File: src/rtl/rr_arbiter.sv
// Round-robin arbiter: one registered one-hot grant among WIDTH requesters; optional hold timeout via RR_ARBITER_TIMEOUT_EN.
// Latency: request sampled in IDLE is granted after the same edge; one bubble cycle between owners.
// Backpressure: level requests only; ownership holds until the owner drops its request (or times out).
module rr_arbiter #(
    parameter int WIDTH    = 8,
    parameter int MAX_HOLD = 16
) (
    input  logic                     clk_i,
    input  logic                     srst_i,
    input  logic [WIDTH-1:0]         req_i,
    output logic [WIDTH-1:0]         grant_o,
    output logic                     grant_val_o,
    output logic [$clog2(WIDTH)-1:0] grant_idx_o,
    output logic                     timeout_o
);
    localparam int IDX_W = $clog2(WIDTH);

    typedef enum logic {
        IDLE  = 1'b0,
        GRANT = 1'b1
    } state_t;

    state_t             state_q, state_d;
    logic [WIDTH-1:0]   grant_q, grant_d;
    logic [IDX_W-1:0]   idx_q, idx_d;
    logic [IDX_W-1:0]   last_q, last_d;
    logic               timeout_q, timeout_d;

    logic [WIDTH-1:0]   mask;
    logic [WIDTH-1:0]   masked_req;
    logic [WIDTH-1:0]   pick_src;
    logic [WIDTH-1:0]   win_oh;
    logic [IDX_W-1:0]   win_idx;

`ifdef RR_ARBITER_TIMEOUT_EN
    localparam int CNT_W = $clog2(MAX_HOLD + 1);
    logic [CNT_W-1:0]   cnt_q, cnt_d;
`endif

    // Pointer mask keeps only requesters strictly after the previous owner.
    always_comb begin
        mask = '0;
        for (int i = 0; i < WIDTH; i++) begin
            mask[i] = (i > int'(last_q));
        end
    end

    assign masked_req = req_i & mask;
    assign pick_src   = (|masked_req) ? masked_req : req_i;
    assign win_oh     = pick_src & (~pick_src + {{(WIDTH-1){1'b0}}, 1'b1});

    always_comb begin
        win_idx = '0;
        for (int i = 0; i < WIDTH; i++) begin
            if (win_oh[i]) begin
                win_idx = i[IDX_W-1:0];
            end
        end
    end

    always_comb begin
        state_d   = state_q;
        grant_d   = grant_q;
        idx_d     = idx_q;
        last_d    = last_q;
        timeout_d = 1'b0;
`ifdef RR_ARBITER_TIMEOUT_EN
        cnt_d     = cnt_q;
`endif
        case (state_q)
            IDLE: begin
                if (|req_i) begin
                    grant_d = win_oh;
                    idx_d   = win_idx;
                    last_d  = win_idx;
                    state_d = GRANT;
`ifdef RR_ARBITER_TIMEOUT_EN
                    cnt_d   = CNT_W'(1);
`endif
                end
            end
            GRANT: begin
                // Release wins over a coincident timeout.
                if (!req_i[idx_q]) begin
                    grant_d = '0;
                    idx_d   = '0;
                    state_d = IDLE;
                end
`ifdef RR_ARBITER_TIMEOUT_EN
                else if (cnt_q == CNT_W'(MAX_HOLD)) begin
                    grant_d   = '0;
                    idx_d     = '0;
                    timeout_d = 1'b1;
                    state_d   = IDLE;
                end else begin
                    cnt_d = cnt_q + CNT_W'(1);
                end
`endif
            end
            default: begin
                grant_d = '0;
                idx_d   = '0;
                state_d = IDLE;
            end
        endcase
    end

    always_ff @(posedge clk_i) begin
        if (srst_i) begin
            state_q   <= IDLE;
            grant_q   <= '0;
            idx_q     <= '0;
            last_q    <= IDX_W'(WIDTH - 1);
            timeout_q <= 1'b0;
`ifdef RR_ARBITER_TIMEOUT_EN
            cnt_q     <= '0;
`endif
        end else begin
            state_q   <= state_d;
            grant_q   <= grant_d;
            idx_q     <= idx_d;
            last_q    <= last_d;
            timeout_q <= timeout_d;
`ifdef RR_ARBITER_TIMEOUT_EN
            cnt_q     <= cnt_d;
`endif
        end
    end

    assign grant_o     = grant_q;
    assign grant_val_o = |grant_q;
    assign grant_idx_o = idx_q;
`ifdef RR_ARBITER_TIMEOUT_EN
    assign timeout_o   = timeout_q;
`else
    assign timeout_o   = 1'b0;
`endif

endmodule

File: config.mk
export PLATFORM = sky130hd
export DESIGN_NAME = rr_arbiter
export DESIGN_NICKNAME = d
export VERILOG_FILES = /design/src/rtl/rr_arbiter.sv
export SDC_FILE = /design/constraint.sdc
export NUM_CORES = 1
export LEC_CHECK = 0
export CAP_MARGIN = 20
export CORE_MARGIN = 2
export CORE_UTILIZATION = 48
export CTS_CLUSTER_SIZE = 10
export DETAILED_ROUTE_END_ITERATION = 10
export PLACE_DENSITY = 0.78
export SETUP_SLACK_MARGIN = 0.02
export SLEW_MARGIN = 20
export SYNTH_ARGS = -nofsm -noshare
export SYNTH_HDL_FRONTEND = slang
export SYNTH_SLANG_ARGS = --single-unit
File: constraint.sdc
create_clock -name clk_i -period 2.83 [get_ports clk_i]
set_clock_uncertainty 0.2 [all_clocks]
set_input_delay 0.566 -clock clk_i [delete_from_list [all_inputs] [get_ports clk_i]]
set_output_delay 0.566 -clock clk_i [all_outputs]
set_load 0.02 [all_outputs]
==> results of run 1 <==
cells by family after synthesis:
logic type      synth area share (%)
other cells                    0.386
mux                             5.79
flops                           30.9
compound gates                  31.4
buf+inv                         4.89
simple gates                    26.6
flip-flops by register name, summed over array words and instances (netlist names):
signal	cells
grant_idx_o	3
grant_o	8
last_q	3
state_q	1
area by class of cell:
cell class,count,share of cell area [%]
sequential,15,22.1
tap,27,2.48
timing repair buffer,40,25.9
clock buffer,3,1.65
multi-input combinational,93,45.9
clock inverter,1,0.368
inverter,6,1.65
where the power goes:
group / internal (W) / switching (W)
Combinational: 0.000280 / 0.000262
Clock: 0.0000526 / 0.0000697
Sequential: 0.000253 / 0.0000697
Total: 0.000586 / 0.000402
final timing paths:
path	endpoint	depth (start not counted)	start	slack, ns
min	grant_o[6]$_SDFFE_PP0P_	2	grant_o[6]$_SDFFE_PP0P_	0.27
max	grant_idx_o[0]$_SDFFE_PP0P_	9	req_i[6]	0.24
max reg2reg	grant_idx_o[0]$_SDFFE_PP0P_	7	last_q[0]$_SDFFE_PP1P_	0.40
min reg2reg	grant_o[6]$_SDFFE_PP0P_	2	grant_o[6]$_SDFFE_PP0P_	0.27
cell usage in the layout (no fill, tap or decap), drive strengths merged, types with 2 or more instances in the layout:
master         Yosys  final
a21boi             2      2
a21oi              9      9
a22oi              3      3
a31oi              4      4
a32oi              3      3
and2b              2      2
buf                3     19
clkbuf             2      3
clkdlybuf4s50      0     21
clkinv             1      2
dfxtp             15     15
inv                5      5
mux4               2      2
nand2             11     11
nand2b             4      4
nand3              7      7
nand4              2      2
nand4b             2      2
nor2              12     12
nor2b              2      2
nor3               2      2
nor4               3      3
o21ai              4      4
o31ai              2      2
worst max-delay path: cells and delay by family:
kind | cells | cell delay [ns]
AOI/OAI and AO/OA | 6 | 1.17
buffers and inverters | 2 | 0.67
and+or+nand+nor | 1 | 0.17
stage by stage:
step	setup TNS, ns	worst slack [ns]	area, um2	hold slack, ns	instances
global route	0	0.0743	1360	0.309	185
finish	0	0.237	1360	0.273	185
global placement	-0.0742	-0.0476	1330	0.256	181
floorplan	0	0.450	972	0.339	119
detailed placement	-0.0757	-0.0486	1330	0.264	181
CTS	0	0.257	1360	0.275	185
layer usage:
metal | global-route usage, % | vias to the layer above
met5 | 0 | -
met4 | 11.0 | 0
met3 | 5.52 | 14
met2 | 42.5 | 48
met1 | 29.4 | 508
li1 | - | 528
==> flow_summary_export.csv, run 1 <==
group,metric,value,unit
timing,drv_slew,0,
cells_and_area,n_antenna_cell,0,
drt,drt_pass1_iterations,4,
clock_network,cts_made_buffers,3,
timing,rsz0062_at_grt,"false",
floorplanning,start_util,50.1,%
cells_and_area,multi_input_area,624,um2
synth,synth_warnings,0,
synth,syn_nets,129,
clock_network,cts.path.max_buffers,2,
synth,synth_cell_types,48,
synth,synth.ff_latch_count,15,
grt,grt_pass1_vias,1087,
synth,async_reset_ff_share,0,%
drt,wl_met1,1100,um
setup_path,cp_cell_sequence,"clkdlybuf4s50_1 -> a21boi_0 -> buf_4 -> a21oi_4 -> o21ai_0 -> a31oi_1 -> o221a_1 -> a2111o_1 -> and3_1",
synth,syn_area_per_cell,8.17,um2
clock_network,cts_tree,"yes",
drt,drt-vias-per-instance,5.94,
grt,grt_max_degree,11,
drt,drt-initial-drc-count,51,
synth,synthMostInstantiatedCell,"dfxtp_1",
drt,route.met2.wl,1270,um
synth,syn_inst,119,
synth,synthFlopType,"dfxtp_1",
synth,yosysTopAreaCell,"dfxtp_1",
synth,synth_edf_count,0,
cells_and_area,post-route-util,70.1,%
status,status,"finished, final reports clean",
setup_path,cp_slowest_stage_delay,0.52,ns
grt,antenna_found_initial,0,
placement,dp_hpwl,2170,um
setup_path,cp.arrival,2.58,ns
clock_network,cts.sinks,15,
placement,gp_congestion,0.934,
setup_path,crit_type,"in -> reg",
timing,hold_viol,0,
clock_network,clk_pin_slew_worst_paths,0.09,ns
power_and_ir_drop,ir_drop,0.000490,V
cells_and_area,nFillCells,161,
synth,yosys.area.top_type_share,30.9,%
cells_and_area,final_nets,169,
clock_network,insertion_delay,0.29,ns
floorplanning,die_h,49.0,um
drt,route.met3.wl,175,um
timing,timing.fmax,386,MHz
synth,ys_top_cells_by_count,"dfxtp_1, nor2_1, nand2_1",
clock_network,cts-htree-levels,1,
grt,overflow,0,
grt,grt_usage,24.7,%
placement,portBuffers,21,
setup_path,crit_path_max_fanout,3,
power_and_ir_drop,finalPower,0.000988,W
synth,synthTopCellsByArea,"dfxtp_1, mux4_2, nor2_1",
power_and_ir_drop,pwr_density_cell,725,nW/um2
floorplanning,core_area,1940,um2
min_path,hold_path_class,"reg -> reg",
grt,grt_pass1_wl,4660,um
setup_path,crit_path_start_kind,"primary input",
clock_network,hold_buffers,0,
cells_and_area,drive_above_1_share,21.5,%
drt,vias,1098,
setup_path,crit_required,2.82,ns
floorplanning,die_x,49.0,um
clock_network,post-cts-setup-buffers,0,
power_and_ir_drop,p_leak,0.542,nW
timing,fin_crit_sh,91.6,%
synth,syn_area,972,um2
floorplanning,dieArea,2400,um2
synth,yosysSeqAreaShare,30.9,%
cells_and_area,area_growth,40.0,%
setup_path,crit_path_top_delay_cell,"clkdlybuf4s50_1",
timing,fin_crit,2.59,ns
drt,wl,2650,um
clock_network,clockRootBuffer,"clkbuf_4",
drt,wl_per_cell,14.3,um
cells_and_area,register_area,300,um2
setup_path,worstSetupEndpointType,"flip-flop",
drt,drc_errors,0,
drt,drt.antenna.violating_nets,0,
timing,setup_violations,0,
flow_run,maxCapViolCount,0,
clock_network,post_cts_resized,0,
floorplanning,placementRows,16,
drt,highest_layer,"met4",
floorplanning,io_pins,23,
Note: power is estimated with default switching activity, not from simulation.
==> run 2, diff against run 1 <==
--- a/config.mk
+++ b/config.mk
@@ -5,13 +5,12 @@
 export SDC_FILE = /design/constraint.sdc
 export NUM_CORES = 1
 export LEC_CHECK = 0
-export CAP_MARGIN = 20
+export CAP_MARGIN = 10
 export CORE_MARGIN = 2
 export CORE_UTILIZATION = 48
 export CTS_CLUSTER_SIZE = 10
 export DETAILED_ROUTE_END_ITERATION = 10
 export PLACE_DENSITY = 0.78
-export SETUP_SLACK_MARGIN = 0.02
 export SLEW_MARGIN = 20
 export SYNTH_ARGS = -nofsm -noshare
 export SYNTH_HDL_FRONTEND = slang
==> results of run 2 <==
Same layout as run 1: the final DEF is identical, and so are final timing and power.
==> run 3, diff against run 2 <==
--- a/config.mk
+++ b/config.mk
@@ -11,6 +11,7 @@
 export CTS_CLUSTER_SIZE = 10
 export DETAILED_ROUTE_END_ITERATION = 10
 export PLACE_DENSITY = 0.78
+export RECOVER_POWER = 50
 export SLEW_MARGIN = 20
 export SYNTH_ARGS = -nofsm -noshare
 export SYNTH_HDL_FRONTEND = slang
==> run 3 against run 2 <==
Effect of this change: maximum frequency fell by 0.14%; final area did not move; via count fell by 0.46%; sequential power barely moved; largest power group unchanged.
==> flow_summary_export.csv, run 3 (synthesis gave the netlist of run 1 again) <==
group,metric,value,unit
drt,wl_per_cell,14.3,um
timing,rsz0062_at_grt,"false",
cells_and_area,nFillCells,161,
power_and_ir_drop,power.switching,0.000402,W
min_path,hold_path_class,"reg -> reg",
power_and_ir_drop,pwr_density_cell,719,nW/um2
floorplanning,die_h,49.0,um
cells_and_area,n_antenna_cell,0,
drt,drt-vias-per-instance,5.91,
drt,drt-initial-drc-count,53,
drt,drt.antenna.violating_nets,0,
timing,timing.fmax,385,MHz
grt,overflow,0,
clock_network,insertion_delay,0.29,ns
setup_path,crit_path_max_fanout,3,
timing,setup_violations,0,
clock_network,hold_buffers,0,
setup_path,crit_path_top_delay_cell,"clkdlybuf4s50_1",
clock_network,post-cts-setup-buffers,0,
power_and_ir_drop,finalPower,0.000979,W
clock_network,clockRootBuffer,"clkbuf_4",
grt,grt_pass1_wl,4660,um
floorplanning,placementRows,16,
timing,drv_slew,0,
cells_and_area,mostFrequentLayoutCells,"buf_4, dfxtp_1, nor2_1, dlygate4sd3_1, nand2_1",
status,status,"finished, final reports clean",
power_and_ir_drop,ir_drop,0.000491,V
setup_path,crit_type,"in -> reg",
cells_and_area,drive_above_1_share,21.5,%
cells_and_area,area_growth,40.0,%
cells_and_area,largest_reg_flops,8,
setup_path,cp_slowest_stage_delay,0.52,ns
power_and_ir_drop,power_frac_seq,32.9,%
setup_path,cp_cell_sequence,"clkdlybuf4s50_1 -> a21boi_0 -> buf_4 -> a21oi_4 -> o21ai_0 -> a31oi_1 -> o221a_1 -> a2111o_1 -> and3_1",
power_and_ir_drop,p_clk_share,12.5,%
placement,place_ws,-0.0486,ns
grt,antenna_found_initial,0,
drt,drc_errors,0,
setup_path,cp.arrival,2.58,ns
clock_network,clk_pin_slew_worst_paths,0.09,ns
power_and_ir_drop,p_int,0.000577,W
flow_run,maxCapViolCount,0,
timing,timing.setup.tns,0,ns
timing,hold_viol,0,
placement,portBuffers,21,
floorplanning,core_area,1940,um2
cells_and_area,final_common_cell,"buf_4",
floorplanning,start_util,50.1,%
clock_network,cts_made_buffers,3,
setup_path,crit_required,2.82,ns
timing,fin_crit,2.60,ns
grt,grt_max_degree,11,
drt,drt_pass1_iterations,4,
cells_and_area,final_nets,169,
timing,setup_ws,0.233,ns
drt,vias,1093,
grt,grt_usage,24.7,%
floorplanning,die_x,49.0,um
timing,fin_crit_sh,91.8,%
placement,gp_congestion,0.934,
placement,dp_hpwl,2170,um
power_and_ir_drop,pwr-share-comb,54.6,%
setup_path,crit_path_start_kind,"primary input",
clock_network,cts.path.max_buffers,2,
clock_network,cts_tree,"yes",
setup_path,worstSetupEndpointType,"flip-flop",
floorplanning,io_pins,23,
clock_network,cts.sinks,15,
floorplanning,dieArea,2400,um2
drt,wl,2650,um
grt,grt_pass1_vias,1087,
clock_network,cts-htree-levels,1,
power_and_ir_drop,p_leak,0.575,nW
clock_network,post_cts_resized,0,
power_and_ir_drop,switching_share,41.1,%
## run 3: cell type report
type	instances	area, um2	share of cell area [%]
clock inverters	1	5.00	0.368
well taps	27	33.8	2.48
multi-input cells	93	624	45.9
flip-flops and latches	15	300	22.1
repair buffers	40	353	25.9
inverters	6	22.5	1.65
clock buffers	3	22.5	1.65
## run 3: worst paths after layout
kind / from / to / slack [ns] / cells after the start
setup / recovery: req_i[6] / grant_idx_o[0]$_SDFFE_PP0P_ / 0.23 / 9
hold / removal: grant_o[6]$_SDFFE_PP0P_ / grant_o[6]$_SDFFE_PP0P_ / 0.27 / 2
setup reg to reg: last_q[0]$_SDFFE_PP1P_ / grant_idx_o[0]$_SDFFE_PP0P_ / 0.40 / 7
hold reg to reg: grant_o[6]$_SDFFE_PP0P_ / grant_o[6]$_SDFFE_PP0P_ / 0.27 / 2
## run 3: through the flow
step / instance area [um2] / std cells / util [%] / hold slack [ns]
2_1_floorplan: 972 / 119 / - / 0.339
3_3_place_gp: 1330 / 181 / 68.7 / 0.256
3_5_place_dp: 1330 / 181 / 68.7 / 0.264
4_1_cts: 1360 / 185 / 70.1 / 0.275
5_1_grt: 1360 / 185 / 70.1 / 0.307
6_report: 1360 / 185 / 70.1 / 0.270
## run 3: power groups by stage
| stage | clock (W) | combinational, W | sequential (W) |
|---|---|---|---|
| floorplan | 0 | 0.000317 | 0.000321 |
| global placement | 0 | 0.000531 | 0.000323 |
| detailed placement | 0 | 0.000538 | 0.000326 |
| CTS | 0.000123 | 0.000539 | 0.000320 |
| global route | 0.000136 | 0.000583 | 0.000329 |
| finish | 0.000122 | 0.000535 | 0.000322 |
## run 3: critical path: cells and delay by family
| kind | cells | cell delay, ns |
|---|---|---|
| AO/OA/AOI/OAI | 6 | 1.17 |
| buffers and inverters | 2 | 0.67 |
| AND/OR/NAND/NOR | 1 | 0.17 |
## run 3: layer usage
metal / track usage [%] / routed length, um / up-vias
li1: - / - / 528
met1: 29.4 / 1130 / 510
met2: 42.5 / 1300 / 46
met3: 5.52 / 167 / 9
met4: 11.0 / 64 / 0
met5: 0 / 0 / -
==> edit, RTL diff (settings of run 3) <==
Reset style: asynchronous (`srst_i`), changed in one clocked block.
--- a/src/rtl/rr_arbiter.sv
+++ b/src/rtl/rr_arbiter.sv
@@ -105,7 +105,7 @@
         endcase
     end
 
-    always_ff @(posedge clk_i) begin
+    always_ff @(posedge clk_i or posedge srst_i) begin
         if (srst_i) begin
             state_q   <= IDLE;
             grant_q   <= '0;
Formal check against the unedited RTL: differs if srst_i is asserted again (counterexample within 4 cycles, from zero or initial values and one cycle with srst_i high); with srst_i held inactive, the same outputs for 10 cycles.
==> edit against run 3 <==
Sequential cell count did not move; power increased by 47%; wire length is 7.4% higher; register-to-register slack better by 0.23 ns; worst setup slack got worse by 0.018 ns; first-iteration DRC count down 55%; sequential share of layout area up 5.0 points; global-route usage down 0.81 points; critical path depth shrank 3; final area rose by 2.9%; area after synthesis grew 17%; hold slack better by 0.059 ns.
==> edit: results (changes against run 3) <==
| Metric | Value |
|---|---|
| Max FO, Critical Path | 8 (was 3) |
| Clk_lat worst skew | 0.29 ns (about the same) |
| CP max stage cell | clkdlybuf4s50_1 (unchanged) |
| Worst Hold Launch | grant_o[1] (was grant_o[6]) |
| Int Pwr | 0.0007677 W (was 0.0005768 W) |
| Via/cell ratio | 5.939 (was 5.908) |
| Register clock-pin slew on the reported worst setup and hold paths | 0.10 ns |
| Worst min path class | reg2reg (unchanged) |
| Most used flip-flop cell after synthesis | dfrtp_1 (was dfxtp_1) |
| Syn Nets | 139 (was 129) |
| CP startpoint | req_i[7] (was req_i[6]) |
| Root Buffer | clkbuf_4 (unchanged) |
| Flop2flop setup slack | 0.63 ns (was 0.40 ns) |
| Worst endpoint data arrival time | 2.58 ns (about the same) |
| PortBufs | 21 (unchanged) |
| Global-route wire length before repair | 4.850 mm (was 4.657 mm) |
| Fin nets | 164 (was 169) |
| Number of global-route vias before repair | 1071 (was 1087) |
| Top cells by count, synth | 17 x nand2_1, 12 x dfrtp_1, 8 x o21ai_0 (was 15 x dfxtp_1, 12 x nor2_1, 10 x nand2_1) |
| Asr flop ratio synth | 1.000 (was 0) |
| Leakage dissipation | 0.5843 nW (was 0.5753 nW) |
| First-pass DRT Iterations | 4 (unchanged) |
| Inserted Clock Buffers | 3 (unchanged) |
| Synth warnings | 0 (unchanged) |
| Kind of critical path | in2reg (unchanged) |
| Worst VDD drop | 642.8 uV (was 491.1 uV) |
| # diodes | 0 (unchanged) |
| Post-DP HPWL | 2.244 mm (was 2.172 mm) |
| Layout cells sized above 1 | 0.1634 (was 0.2152) |
| Post-CTS setup buffer count | 0 (unchanged) |
| Worst relative slew slack | 0.6359 |
| Worst R2R Path Depth | 5 (was 7) |
| Area contributors post-synth | dfrtp_1 26%, dfstp_2 7.0%, nand2_1 5.6%, a221oi_2 4.0%, mux4_2 4.0% (was dfxtp_1 31%, mux4_2 4.6%, nor2_1 4.6%, a21oi_1 4.1%, nand2_1 3.9%) |
| # resized after CTS | 0 (unchanged) |
| H-tree depth | 1 (unchanged) |
| WL/cell | 15.75 um (was 14.35 um) |
| GRT Total Usage | 0.2393 (was 0.2474) |
| Result of the run | complete, no violations (unchanged) |
| Drt first-iter violations | 24 (was 53) |
| Slowest stage delay, CP | 0.55 ns (was 0.52 ns) |
| Reg-to-reg startpoint | last_q[1] (was last_q[0]) |
| Gp weighted congestion | 0.8796 (was 0.9344) |
| Initial antenna violation count | 0 (unchanged) |
| Largest net degree at the start of global routing | 16 (was 11) |
| Family with the most delay on the worst path | simple AND/OR/NAND/NOR gates (was compound AO/OA/AOI/OAI gates) |
| Yosys cell types | 45 (was 48) |
| Max FFs per register | 8 (unchanged) |
| Post-synthesis sequential area ratio | 0.3344 (was 0.3089) |
| Clock Tree Buf Depth | 2 (unchanged) |
| Worst setup path end | grant_o[7] (was grant_idx_o[0]) |
edit: changes by cell type in the layout (fill, tap and decap cells not counted), sizes merged, moves of 6 or more:
cell | before | now
dfxtp | 15 | 0
o21ai | 4 | 13
a21oi | 9 | 3
nor2 | 12 | 6
nand2 | 11 | 17
buf | 19 | 7
dfrtp | 0 | 12
edit: cells by family after synthesis:
kind of cell           Yosys count  synth area share
AND/OR/NAND/NOR                 56            0.2737
AO/OA/AOI/OAI                   40            0.2749
flip-flops                      15            0.3344
buffers and inverters           15           0.07395
multiplexers                     2           0.03973
other                            1          0.003308
edit: power groups by stage:
| stage | logic [W] | registers [W] | clock network, W |
|---|---|---|---|
| floorplan | 0.000578 | 0.000462 | 0 |
| global placement | 0.000845 | 0.000461 | 0 |
| detailed placement | 0.000865 | 0.000467 | 0 |
| CTS | 0.000867 | 0.000462 | 0.000127 |
| global route | 0.000944 | 0.000479 | 0.000135 |
| finish | 0.000855 | 0.000462 | 0.000123 |
edit: cell type report:
class,instances,area (um^2)
clock inverters,1,5.005
inverters,7,26.28
clock buffers,3,22.52
fillers,205,810.8
repair buffers,28,262.8
flip-flops and latches,15,379.1
well taps,28,35.03
multi-input cells,99,670.6
edit: per-stage QoR:
step | cell area, um^2 | instances | worst slack [ns]
after floorplan | 1134 | 129 | 0.5431
after global placement | 1374 | 177 | 0.07054
after detailed placement | 1374 | 177 | -0.03341
after CTS | 1401 | 181 | 0.2505
after global routing | 1401 | 181 | 0.02961
final | 1401 | 181 | 0.2151
edit: worst reg2reg max path, cell delays in order (launching register included):
cell	delay, ns
dfstp_2	0.67
nand2b_1	0.15
a21oi_1	0.13
nor3_2	0.51
a211oi_1	0.20
a22o_1	0.23
edit: how the worst min path moves through the flow:
stage	cells past startpoint	endpoint	slack, ns
after global routing	1	grant_o[7]	0.36
after floorplan	1	grant_idx_o[0]	0.27
after detailed placement	2	grant_o[1]	0.31
after CTS	2	grant_o[1]	0.33
after global placement	2	grant_o[1]	0.30
final	2	grant_o[1]	0.33
edit: metal layers:
metal	GRT usage	vias up	wire (um)
met4	0.05556	0	33
met5	0	-	0
met2	0.4021	34	1435
li1	-	526	-
met1	0.3110	511	1236
met3	0.05429	4	146
